### config.mk
export PLATFORM = sky130hd
export DESIGN_NAME = probe_scan
export DESIGN_NICKNAME = d
export VERILOG_FILES = /design/src/rtl/probe_scan.sv
export SDC_FILE = /design/constraint.sdc
export NUM_CORES = 1
export LEC_CHECK = 0
export BUFFER_PORTS_ARGS = -buffer_cell sky130_fd_sc_hd__buf_2
export CELL_PAD_IN_SITES_DETAIL_PLACEMENT = 1
export CELL_PAD_IN_SITES_GLOBAL_PLACEMENT = 2
export CORE_AREA = 2 2 77 108
export DETAILED_ROUTE_END_ITERATION = 7
export DIE_AREA = 0 0 79 110
export GPL_TIMING_DRIVEN = 0
export PLACE_DENSITY = 0.86
export SLEW_MARGIN = 20
export SYNTH_ARGS = -nofsm -noshare
export SYNTH_HDL_FRONTEND = slang
export SYNTH_SLANG_ARGS = --single-unit
export TNS_END_PERCENT = 50
### constraint.sdc
create_clock -name clk -period 5.1 [get_ports clk]
set_clock_uncertainty 0.1 [all_clocks]
set_input_delay 0.765 -clock clk [delete_from_list [all_inputs] [get_ports clk]]
set_output_delay 0.765 -clock clk [all_outputs]
set_load 0.02 [all_outputs]
### src/rtl/probe_scan.sv
// Scans 16 words from an external 32-bit mux and shifts each one out MSB first on a divided serial clock.
// A load strobe follows each word. A done pulse follows channel 15. Auto mode restarts the scan at channel 0.
module probe_scan #(
  parameter int unsigned CLK_DIV = 1
) (
  input  logic        clk,
  input  logic        rst,
  input  logic        start,
  input  logic        stop,
  input  logic        auto,
  output logic [3:0]  sel,
  input  logic [31:0] mux_out,
  output logic        sclk,
  output logic        sdata,
  output logic        sload,
  output logic        busy,
  output logic [3:0]  chan,
  output logic        done
);

  typedef enum logic [2:0] {
    S_IDLE,
    S_SETTLE,
    S_CAPTURE,
    S_SHIFT,
    S_LOAD,
    S_DONE
  } state_t;

  localparam logic [7:0] DIV_LAST = 8'(CLK_DIV - 1);

  state_t      state_q, state_d;
  logic [3:0]  sel_q, sel_d;
  logic [3:0]  chan_q, chan_d;
  logic [31:0] shreg_q, shreg_d;
  logic [7:0]  div_cnt_q, div_cnt_d;
  logic        phase_q, phase_d;
  logic [4:0]  bit_cnt_q, bit_cnt_d;

  logic half_end;
  logic bit_end;
  logic word_end;
  logic abort;

  assign half_end = (div_cnt_q == DIV_LAST);
  assign bit_end  = half_end & phase_q;
  assign word_end = bit_end & (bit_cnt_q == 5'd31);
  assign abort    = stop & (state_q != S_IDLE);

  // State register
  always_ff @(posedge clk or posedge rst) begin
    if (rst) begin
      state_q <= S_IDLE;
    end else begin
      state_q <= state_d;
    end
  end

  // Next-state logic; an abort beats every other transition
  always_comb begin
    state_d = state_q;
    if (abort) begin
      state_d = S_IDLE;
    end else begin
      case (state_q)
        S_IDLE:    if (start && !stop) state_d = S_SETTLE;
        S_SETTLE:  state_d = S_CAPTURE;
        S_CAPTURE: state_d = S_SHIFT;
        S_SHIFT:   if (word_end) state_d = S_LOAD;
        S_LOAD:    state_d = (sel_q == 4'd15) ? S_DONE : S_SETTLE;
        S_DONE:    state_d = auto ? S_SETTLE : S_IDLE;
        default:   state_d = S_IDLE;
      endcase
    end
  end

  // Output logic
  always_comb begin
    busy  = (state_q != S_IDLE);
    sclk  = (state_q == S_SHIFT) & phase_q;
    sdata = (state_q == S_SHIFT) & shreg_q[31];
    sload = (state_q == S_LOAD);
    done  = (state_q == S_DONE);
    sel   = sel_q;
    chan  = chan_q;
  end

  // Datapath next-state: channel select, capture register and bit timing
  always_comb begin
    sel_d     = sel_q;
    chan_d    = chan_q;
    shreg_d   = shreg_q;
    div_cnt_d = div_cnt_q;
    phase_d   = phase_q;
    bit_cnt_d = bit_cnt_q;
    case (state_q)
      S_IDLE: begin
        if (start && !stop) sel_d = 4'd0;
      end
      S_CAPTURE: begin
        shreg_d   = mux_out;
        chan_d    = sel_q;
        div_cnt_d = 8'd0;
        phase_d   = 1'b0;
        bit_cnt_d = 5'd0;
      end
      S_SHIFT: begin
        if (half_end) begin
          div_cnt_d = 8'd0;
          phase_d   = ~phase_q;
          // Advance to the next bit only at the end of a high phase
          if (phase_q) begin
            shreg_d   = {shreg_q[30:0], 1'b0};
            bit_cnt_d = bit_cnt_q + 5'd1;
          end
        end else begin
          div_cnt_d = div_cnt_q + 8'd1;
        end
      end
      S_LOAD: begin
        if (sel_q != 4'd15) sel_d = sel_q + 4'd1;
      end
      S_DONE: begin
        if (auto) sel_d = 4'd0;
      end
      default: ;
    endcase
    if (abort) begin
      sel_d     = sel_q;
      div_cnt_d = 8'd0;
      phase_d   = 1'b0;
      bit_cnt_d = 5'd0;
    end
  end

  always_ff @(posedge clk or posedge rst) begin
    if (rst) begin
      sel_q     <= 4'd0;
      chan_q    <= 4'd0;
      shreg_q   <= 32'd0;
      div_cnt_q <= 8'd0;
      phase_q   <= 1'b0;
      bit_cnt_q <= 5'd0;
    end else begin
      sel_q     <= sel_d;
      chan_q    <= chan_d;
      shreg_q   <= shreg_d;
      div_cnt_q <= div_cnt_d;
      phase_q   <= phase_d;
      bit_cnt_q <= bit_cnt_d;
    end
  end

endmodule

==> results.py, run 1 <==
metrics = {
    "critical_path": {
        "path_cells": "nor2b_1, buf_2, clkbuf_1, and3_1, buf_2",
        "cp.required_ps": 4240,
        "path_max_fanout": 10,
        "end_kind": "output port",
        "worstRegToRegCells": 7,
        "crit_type": "reg2out",
        "crit_path_start": "state_q[2]",
        "cp-start-kind": "register",
        "cp.arrival_ps": 1890,
        "r2r_start": "div_cnt_q[0]",
        "slowest_stage": "clkbuf_1",
        "cp_slowest_stage_delay_ps": 410,
        "crit_top_cell": "buf_2",
    },
    "detailed_routing": {
        "drt_wl_total_mm": 7.469,
        "wl_per_cell_um": 16.78,
        "drt-initial-drc-count": 65,
        "vias_per_cell": 5.602,
        "dr.pass1.iters": 4,
        "detail-route-antenna-nets": 0,
        "drc_errors": 0,
        "vias": 2493,
    },
    "yosys": {
        "yosys.area.top_type": "dfrtp_1",
        "synth_area_mm2": 0.002840,
        "syn_area_per_cell_um2": 10.14,
        "synthArstFlopShare": 1.000,
        "synth_top_area_frac": 0.5022,
        "synth_nets": 322,
        "yosysUniqueCellTypes": 42,
        "yosys_warnings": 0,
        "yosysSeqAreaShare": 0.5022,
        "synthTopCellsByArea": "dfrtp_1, o22ai_1, a21oi_1",
        "synth_edf_count": 0,
        "synth_cells": 280,
        "ys_seq_elements": 57,
        "synthFlopType": "dfrtp_1",
    },
    "worst_hold_path": {
        "hold_path_class": "in2async",
    },
    "place": {
        "dp_hpwl_mm": 5.439,
        "port_buffers": 49,
        "dpl.cell_count": 430,
        "place_ws_ps": 2685,
        "dpl_cell_area_mm2": 0.003233,
        "gp_routability_congestion": 0.8112,
    },
    "floorplan": {
        "placeableCoreArea_mm2": 0.007702,
        "dieArea_mm2": 0.008690,
        "chipHeight_um": 110,
        "io_pins": 50,
        "die_x_um": 79,
        "start_util": 0.3687,
        "num_rows": 38,
    },
    "clocking": {
        "htreeDepth": 3,
        "post_cts_buffers": 0,
        "cts_resized": 0,
        "cts_inserted_buffers": 9,
        "cts_tree": "yes",
        "clockRootBuffer": "clkbuf_8",
        "clkTransAtPathRegs_ps": 70,
        "cts_sinks": 57,
        "cts_buffer_depth": 2,
        "insertion_delay_ps": 330,
        "ctsHoldBuffers": 0,
    },
    "sta": {
        "fmax_mhz": 363.6,
        "setup_viol": 0,
        "rsz0062_at_grt": "false",
        "worst_slack_ps": 2350,
        "tns_ps": 0,
        "holdWs_ps": 279.4,
        "fin_crit_sh": 0.5393,
        "slew_headroom": 0.6832,
        "worstMarginPinSlew_ps": 475.3,
        "finalHoldViolCount": 0,
        "maxSlewViolCount": 0,
        "fin_crit_ps": 2750,
    },
    "global_route": {
        "first_global_vias": 2582,
        "grt_max_degree": 38,
        "overflow": 0,
        "grt_usage": 0.1841,
        "grt_pass1_wl_mm": 12.56,
        "grt_antenna_before_repair": 0,
    },
    "run_status": {
        "outcome": "finished clean",
    },
    "finish": {
        "layout.cells.non_filler": 445,
        "final_util": 0.4451,
        "n_fill_cell": 911,
        "final_net_count": 383,
        "antenna_cells": 0,
        "ff_latch_area_mm2": 0.001426,
        "synthToLayoutAreaGrowth_pct": 20.70,
        "fin_area_mm2": 0.003428,
        "multiInputGateArea_mm2": 0.001271,
        "drive_above_1_share": 0.2435,
    },
    "power_and_ir_drop": {
        "p_leak_nw": 1.528,
        "p_clk_frac": 0.282,
        "switchingPower_uw": 470.8,
        "powerDensity_mw_per_mm2": 439.5,
        "intPower_mw": 1.036,
        "seqPwrFrac": 0.460,
        "p_total_mw": 1.507,
        "power_switching_share": 0.3125,
        "combPwrFrac": 0.259,
        "vdd_ir_drop_max_uv": 179.0,
    },
    "flow_run": {
        "maxCapViolations": 0,
    },
}
==> layer usage <==
metal | GRT usage | routed length [um] | up-vias
met1 | 0.2302 | 3257 | 1222
met4 | 0.07020 | 121 | 0
met2 | 0.3148 | 3826 | 48
li1 | - | - | 1211
met5 | 0 | 0 | -
met3 | 0.03583 | 264 | 12
==> cells in the mapped netlist, drive strengths merged (2+ instances only) <==
library cell,n
a211oi,3
a21o,2
a21oi,39
a31oi,2
a32o,3
a41oi,2
and2,2
and3,6
buf,8
clkbuf,14
dfrtp,57
ha,5
inv,6
mux2,3
mux2i,3
nand2,12
nand2b,2
nand3,7
nand4,3
nor2,7
nor3b,3
o21ai,12
o22ai,63
xnor2,4
==> critical path, delay by kind of cell (launching register included) <==
kind | cells | cell delay, ps
flops | 1 | 370
buf+inv | 3 | 820
simple gates | 2 | 360
==> layout by cell type (no fill, tap or decap), types with 2 or more instances in the layout <==
master / count
a211oi_1: 2
a21o_1: 2
a21oi_1: 38
a31oi_1: 2
a32o_1: 3
a41oi_1: 2
and2_1: 2
and3_1: 6
buf_2: 52
buf_6: 4
clkbuf_1: 15
clkbuf_8: 11
clkinv_2: 2
dfrtp_1: 57
ha_1: 5
inv_1: 5
mux2_2: 3
mux2i_1: 3
nand2_1: 12
nand2b_1: 2
nand3_1: 7
nand4_1: 3
nor2_1: 7
nor3b_2: 2
o21ai_0: 10
o21ai_1: 2
o22ai_1: 63
xnor2_1: 4
==> cells by family (layout without fill, tap and decap cells) <==
group / count (synthesis) / after routing / share of synthesized area
AO/OA/AOI/OAI: 132 / 132 / 0.2881
AND/OR/NAND/NOR: 48 / 48 / 0.1026
flip-flops: 57 / 57 / 0.5022
XOR/XNOR: 4 / 4 / 0.01233
multiplexers: 6 / 6 / 0.02247
buffers and inverters: 28 / 93 / 0.05022
adder cells (fa/ha/maj): 5 / 5 / 0.02203
==> worst paths after layout <==
kind,end,slack (ps)
setup / recovery,sclk,2350
setup reg to reg,shreg_q[31],2930
max in group asynchronous,bit_cnt_q[3],4130
min in group clk,chan[1],380
hold / removal,div_cnt_q[3],280
hold reg to reg,chan[1],380
==> power by group through the flow <==
stage / sequential, mW / clock, mW / combinational (mW)
floorplan: 0.668 / 0 / 0.315
global placement: 0.695 / 0 / 0.377
detailed placement: 0.700 / 0 / 0.395
CTS: 0.691 / 0.433 / 0.395
global route: 0.714 / 0.457 / 0.436
finish: 0.693 / 0.424 / 0.390
==> flip-flops by register name, summed over array words and instances (netlist names) <==
signal / count
bit_cnt_q: 5
sel: 4
chan: 4
shreg_q: 32
phase_q: 1
state_q: 3
div_cnt_q: 8
==> area by class of cell <==
class,instances,share of cell area
plain buffers,22,0.03504
clock buffers,12,0.04526
clock inverters,3,0.01168
inverters,6,0.007299
multi-input cells,195,0.3708
flip-flops and latches,57,0.4161
well taps,100,0.03650
repair buffers,50,0.07737
No activity file was read; power rests on OpenSTA's default activity.
==> run 2, diff against run 1 <==
ABC_AREA = 1   (was not set)
CORE_AREA = 2 2 93 131   (was 2 2 77 108)
DIE_AREA = 0 0 95 133   (was 0 0 79 110)
PLACE_DENSITY = 0.78   (was 0.86)
clock period = 2.5 ns   (was 5.1 ns; I/O delays follow)
==> run 2 against run 1 <==
Net effect:
- clock-buffer cell count unchanged
- first-iteration DRC count grew 40%
- wire length rose by 12%
- die area increased by 45%
- total power increased to 2.7 times the previous value
- cell area is 14% higher
- worst setup slack lost 2100 ps
- non-clock buffer count is 6 lower
- sequential cell count unchanged
- clock power grew to 2.9 times the previous value
- area after synthesis rose by 11%
- combinational power increased to 3.6 times the previous value
- critical path type unchanged
- critical endpoint unchanged
- largest power group is now combinational cells
==> results.py, run 2 <==
metrics = {
    "run_status": {
        "outcome": "finished clean",
    },
    "detailed_routing": {
        "drt_wl_total_mm": 8.367,
        "detail-route-antenna-nets": 0,
        "dr.pass1.iters": 4,
        "vias_per_cell": 4.489,
        "wl_per_cell_um": 12.68,
        "drt-initial-drc-count": 91,
        "vias": 2963,
        "drc_errors": 0,
    },
    "sta": {
        "worstMarginPinSlew_ps": 619.6,
        "fmax_mhz": 437.0,
        "finalHoldViolCount": 0,
        "setup_viol": 0,
        "rsz0062_at_grt": "false",
        "fin_crit_ps": 2288,
        "worst_slack_ps": 211.5,
        "maxSlewViolCount": 0,
        "slew_headroom": 0.5869,
        "fin_crit_sh": 0.9154,
        "tns_ps": 0,
    },
    "place": {
        "dp_hpwl_mm": 6.129,
        "gp_routability_congestion": 0.7928,
        "place_ws_ps": 500.9,
        "dpl.cell_count": 644,
        "port_buffers": 49,
    },
    "critical_path": {
        "path_cells": "inv_2, nand3_4, clkbuf_1, nor2_1, buf_2",
        "cp_slowest_stage_delay_ps": 510,
        "path_max_fanout": 10,
        "timing.reg2reg.setup_slack_ps": 710,
        "cp.required_ps": 2030,
        "cp-start-kind": "register",
        "slowest_stage": "clkbuf_1",
        "cp.arrival_ps": 1810,
        "end_kind": "output port",
        "crit_type": "reg2out",
    },
    "floorplan": {
        "placeableCoreArea_mm2": 0.01158,
        "chipHeight_um": 133,
        "io_pins": 50,
        "die_x_um": 95,
        "dieArea_mm2": 0.01264,
        "start_util": 0.2725,
        "num_rows": 47,
    },
    "finish": {
        "final_net_count": 551,
        "synthToLayoutAreaGrowth_pct": 24.02,
        "max_flop_register": "shreg_q",
        "top_regs": "shreg_q: 32 flops, div_cnt_q: 8 flops, bit_cnt_q: 5 flops",
        "layout.cells.non_filler": 660,
        "n_fill_cell": 1464,
        "drive_above_1_share": 0.1891,
        "final_common_cell": "nand2_1",
        "antenna_cells": 0,
        "final_cell_mix": "nand2_1, dfrtp_1, buf_2",
        "largest_register_ffs": 32,
        "final_util": 0.3379,
    },
    "yosys": {
        "synthArstFlopShare": 1.000,
        "yosysMostFrequentCell": "nand2_1",
        "syn_area_per_cell_um2": 7.062,
        "synth_edf_count": 0,
        "yosys_warnings": 0,
        "synthFlopType": "dfrtp_1",
        "synth_nets": 489,
        "synthTopCellsByArea": "dfrtp_1, nand2_1, nor2_1",
        "yosys.area.top_type": "dfrtp_1",
        "synth_area_mm2": 0.003157,
        "ys_seq_elements": 57,
        "synth_commonest_cells": "nand2_1, dfrtp_1, nor2_1, inv_1, nand3_1",
        "synth_cells": 447,
        "synth_top_area_frac": 0.4518,
        "yosysUniqueCellTypes": 30,
        "yosysSeqAreaShare": 0.4518,
    },
    "global_route": {
        "grt_pass1_wl_mm": 14.66,
        "overflow": 0,
        "grt_max_degree": 37,
        "first_global_vias": 3215,
        "grt_usage": 0.1470,
        "grt_antenna_before_repair": 0,
    },
    "power_and_ir_drop": {
        "vdd_ir_drop_max_uv": 327.3,
        "powerDensity_mw_per_mm2": 1035,
        "p_total_mw": 4.051,
        "p_leak_nw": 2.207,
    },
    "clocking": {
        "cts_tree": "yes",
        "insertion_delay_ps": 320,
        "cts_buffer_depth": 2,
        "clockRootBuffer": "clkbuf_16",
        "clkTransAtPathRegs_ps": 50,
        "cts_inserted_buffers": 9,
        "htreeDepth": 3,
        "cts_sinks": 57,
    },
    "flow_run": {
        "maxCapViolations": 0,
    },
    "worst_hold_path": {
        "hold_path_class": "in2reg",
    },
}
## run 2: cell count changes after synthesis, sizes merged, moves of 4 or more
cell    change
nor2       +24
nand2     +237
o22ai      -63
and3        -6
nand3      +14
xnor2       -4
nand4       +5
buf         +4
inv        +25
a21oi      -34
clkbuf     -11
## run 2: cell type report
type,instances,area [um^2],share of cell area
buffer,15,97.59,0.02493
clock buffer,12,256.5,0.06552
clock inverter,3,40.04,0.01023
inverter,32,123.9,0.03164
multi-input combinational,343,1511,0.3861
sequential,57,1426,0.3643
tap,147,183.9,0.04698
timing repair buffer,51,275.3,0.07031
## run 2: cell families (layout without fill, tap and decap cells)
| logic type | Yosys count | after routing | synth area share |
|---|---|---|---|
| muxes | 3 | 3 | 0.01070 |
| and+or+nand+nor | 313 | 313 | 0.4059 |
| adders and majority gates | 5 | 5 | 0.01982 |
| buffers and inverters | 47 | 113 | 0.06936 |
| xor gates and xnor gates | 1 | 1 | 0.002775 |
| AOI/OAI and AO/OA | 21 | 21 | 0.03964 |
| DFF | 57 | 57 | 0.4518 |
## run 2: what timing repair did
action                                 CTS  global route
hold buffers                             1             0
resized for setup                        0             0
setup buffers                            0             0
endpoints found under the hold margin   21             0
## run 2: final timing paths
kind,to,start,cells after the start
worst max register to register,shreg_q[16],div_cnt_q[0],11
max in group asynchronous,shreg_q[13],rst,4
worst min register to register,shreg_q[8],shreg_q[8],2
worst min-delay path,shreg_q[0],mux_out[0],3
min in group asynchronous,sel[2],rst,3
worst max-delay path,sclk,state_q[2],5
## run 2: stage by stage
step	cell area [um^2]	hold WS (ps)
finish	3915	217.3
CTS	3915	204.1
floorplan	3157	348.3
detailed placement	3608	272.8
global placement	3586	362.0
global route	3915	257.4
## run 2: where the power goes
| group | internal, mW | leakage, nW | switching, mW |
|---|---|---|---|
| combinational | 0.486 | 1.32 | 0.931 |
| clock | 0.816 | 0.148 | 0.417 |
| sequential | 1.22 | 0.742 | 0.183 |
## run 2: critical path: cells and delay by family (launching register included)
| family | cells | cell delay, ps |
|---|---|---|
| flip-flops | 1 | 430 |
| AND/OR/NAND/NOR | 2 | 250 |
| buffers and inverters | 3 | 810 |
## run 2: routing by layer
metal / track usage / share of wire / up-vias
li1: - / - / 1495
met2: 0.2533 / 0.51 / 43
met5: 0 / 0 / -
met4: 0.06763 / 0.027 / 0
met3: 0.03303 / 0.035 / 17
met1: 0.1701 / 0.43 / 1408
==> run 3, diff against run 2 <==
CORE_AREA = 2 2 89 125   (was 2 2 93 131)
DIE_AREA = 0 0 91 127   (was 0 0 95 133)
PLACE_DENSITY = 0.81   (was 0.78)
clock period = 2.3 ns   (was 2.5 ns; I/O delays follow)
==> run 3 against run 2 <==
Net effect:
- worst hold slack got worse by 12 ps
- worst setup slack better by 190 ps
- critical path depth shrank 1
- sequential power increased by 9%
- clock power up 26%
- cell area grew 1.1%
- highest routed layer unchanged
- core utilization increased by 4.4 points
- largest cell class unchanged
- wire length fell by 2.4%
- register-to-register slack got worse by 210 ps
- sequential cell count stayed put
- global-route usage grew 0.71 points
==> results.py, run 3 (same netlist as run 2, synthesis figures left out) <==
metrics = {
    "clocking": {
        "cts_tree": "yes",
        "insertion_delay_ps": 330,
        "cts_buffer_depth": 2,
        "cts_resized": 0,
        "clkTransAtPathRegs_ps": 50,
        "clockRootBuffer": "clkbuf_16",
        "htreeDepth": 3,
        "cts_inserted_buffers": 9,
        "cts_sinks": 57,
    },
    "detailed_routing": {
        "detail-route-antenna-nets": 0,
        "vias": 2984,
        "vias_per_cell": 4.584,
        "drc_errors": 0,
        "drt-initial-drc-count": 146,
        "drt_wl_total_mm": 8.165,
        "dr.pass1.iters": 4,
        "wl_per_cell_um": 12.54,
    },
    "critical_path": {
        "crit_type": "reg2out",
        "crit_buf_inv": 2,
        "path_cells": "inv_2, nand3_4, nor2_1, buf_2",
        "cpLargestDelayFamily": "flip-flops",
        "end_kind": "output port",
        "slowest_stage": "dfrtp_1",
        "cp.arrival_ps": 1460,
        "cp-start-kind": "register",
        "cp_slowest_stage_delay_ps": 430,
        "cp.required_ps": 1860,
        "path_max_fanout": 18,
    },
    "finish": {
        "final_cell_mix": "nand2_1, dfrtp_1, buf_2",
        "top_regs": "shreg_q: 32 flops, div_cnt_q: 8 flops, bit_cnt_q: 5 flops",
        "largest_register_ffs": 32,
        "layout.cells.non_filler": 651,
        "final_net_count": 550,
        "final_util": 0.3823,
        "multiInputGateArea_mm2": 0.001511,
        "ff_latch_area_mm2": 0.001426,
        "antenna_cells": 0,
        "drive_above_1_share": 0.1910,
        "final_common_cell": "nand2_1",
        "synthToLayoutAreaGrowth_pct": 25.33,
        "n_fill_cell": 1368,
        "max_flop_register": "shreg_q",
        "fin_area_mm2": 0.003956,
    },
    "global_route": {
        "grt_usage": 0.1541,
        "overflow": 0,
        "grt_max_degree": 51,
        "grt_pass1_wl_mm": 14.45,
        "first_global_vias": 3080,
        "grt_antenna_before_repair": 0,
    },
    "floorplan": {
        "num_rows": 44,
        "chipHeight_um": 127,
        "dieArea_mm2": 0.01156,
        "die_x_um": 91,
        "start_util": 0.3050,
        "placeableCoreArea_mm2": 0.01035,
        "io_pins": 50,
    },
    "place": {
        "dpl_cell_area_mm2": 0.003605,
        "port_buffers": 49,
        "dp_hpwl_mm": 6.010,
        "dpl.cell_count": 635,
        "gp_routability_congestion": 0.7928,
    },
    "sta": {
        "worstMarginPinSlew_ps": 443.7,
        "fin_crit_ps": 1903,
        "slew_headroom": 0.7042,
        "rsz0062_at_grt": "false",
        "holdWs_ps": 205.1,
        "fmax_mhz": 525.5,
        "maxSlewViolCount": 0,
        "setup_viol": 0,
        "fin_crit_sh": 0.8273,
        "tns_ps": 0,
        "finalHoldViolCount": 0,
    },
    "worst_hold_path": {
        "hold_path_class": "in2reg",
    },
    "run_status": {
        "outcome": "finished clean",
    },
    "power_and_ir_drop": {
        "powerDensity_mw_per_mm2": 1167,
        "p_leak_nw": 2.227,
        "vdd_ir_drop_max_uv": 478.8,
    },
    "flow_run": {
        "maxCapViolations": 0,
    },
}
-- run 3: cell count changes in the layout (fill, tap and decap cells not counted) --
cell        before  now
bufinv_16        1    3
buf_12           1    0
buf_16           0    1
clkbuf_1         4    3
clkbuf_8         2    1
clkinv_2         3    2
clkinvlp_4       0    1
-- run 3: layout make-up --
| type | instances | share of cell area |
|---|---|---|
| multi-input combinational | 343 | 0.3820 |
| tap | 138 | 0.04364 |
| inverter | 32 | 0.03131 |
| sequential | 57 | 0.3605 |
| buffer | 14 | 0.02372 |
| clock buffer | 11 | 0.06135 |
| timing repair buffer | 51 | 0.07147 |
| clock inverter | 5 | 0.02593 |
-- run 3: final timing paths --
| kind | cells after the start | end | slack, ps | start |
|---|---|---|---|---|
| worst max-delay path | 4 | sclk | 400 | state_q[2] |
| worst min-delay path | 3 | shreg_q[0] | 210 | mux_out[0] |
| worst max register to register | 7 | state_q[0] | 500 | bit_cnt_q[0] |
| worst min register to register | 2 | shreg_q[23] | 380 | shreg_q[23] |
| max in group asynchronous | 4 | shreg_q[2] | 1260 | rst |
| min in group asynchronous | 3 | chan[1] | 360 | rst |
-- run 3: per-stage QoR --
| stage | setup slack, ps | power [mW] |
|---|---|---|
| finish | 397.1 | 4.616 |
| global route | 230.4 | 5.001 |
| detailed placement | 424.1 | 3.121 |
| CTS | 64.97 | 4.718 |
| floorplan | 455.4 | 2.656 |
| global placement | -508.9 | 3.063 |
-- run 3: worst min-delay path, stage by stage --
cell     delay (ps)
buf_2           100
nand2_1          50
o21ai_0          80
-- run 3: per-layer routing --
layer	track usage	vias up	share of wire
li1	-	1508	-
met1	0.1842	1411	0.44
met2	0.2697	50	0.50
met3	0.03243	15	0.032
met4	0.06150	0	0.022
met5	0	-	0
-- run 3: where the power goes --
part	internal [mW]	leakage (nW)	switching, mW
Combinational	0.528	1.32	1.02
Clock	1.08	0.166	0.466
Sequential	1.32	0.742	0.197
-- run 3: what timing repair did --
action                                  CTS  global route
endpoints found under the setup margin    0             2
endpoints found under the hold margin     7             0
hold buffers                              1             0
setup buffers                             0             0
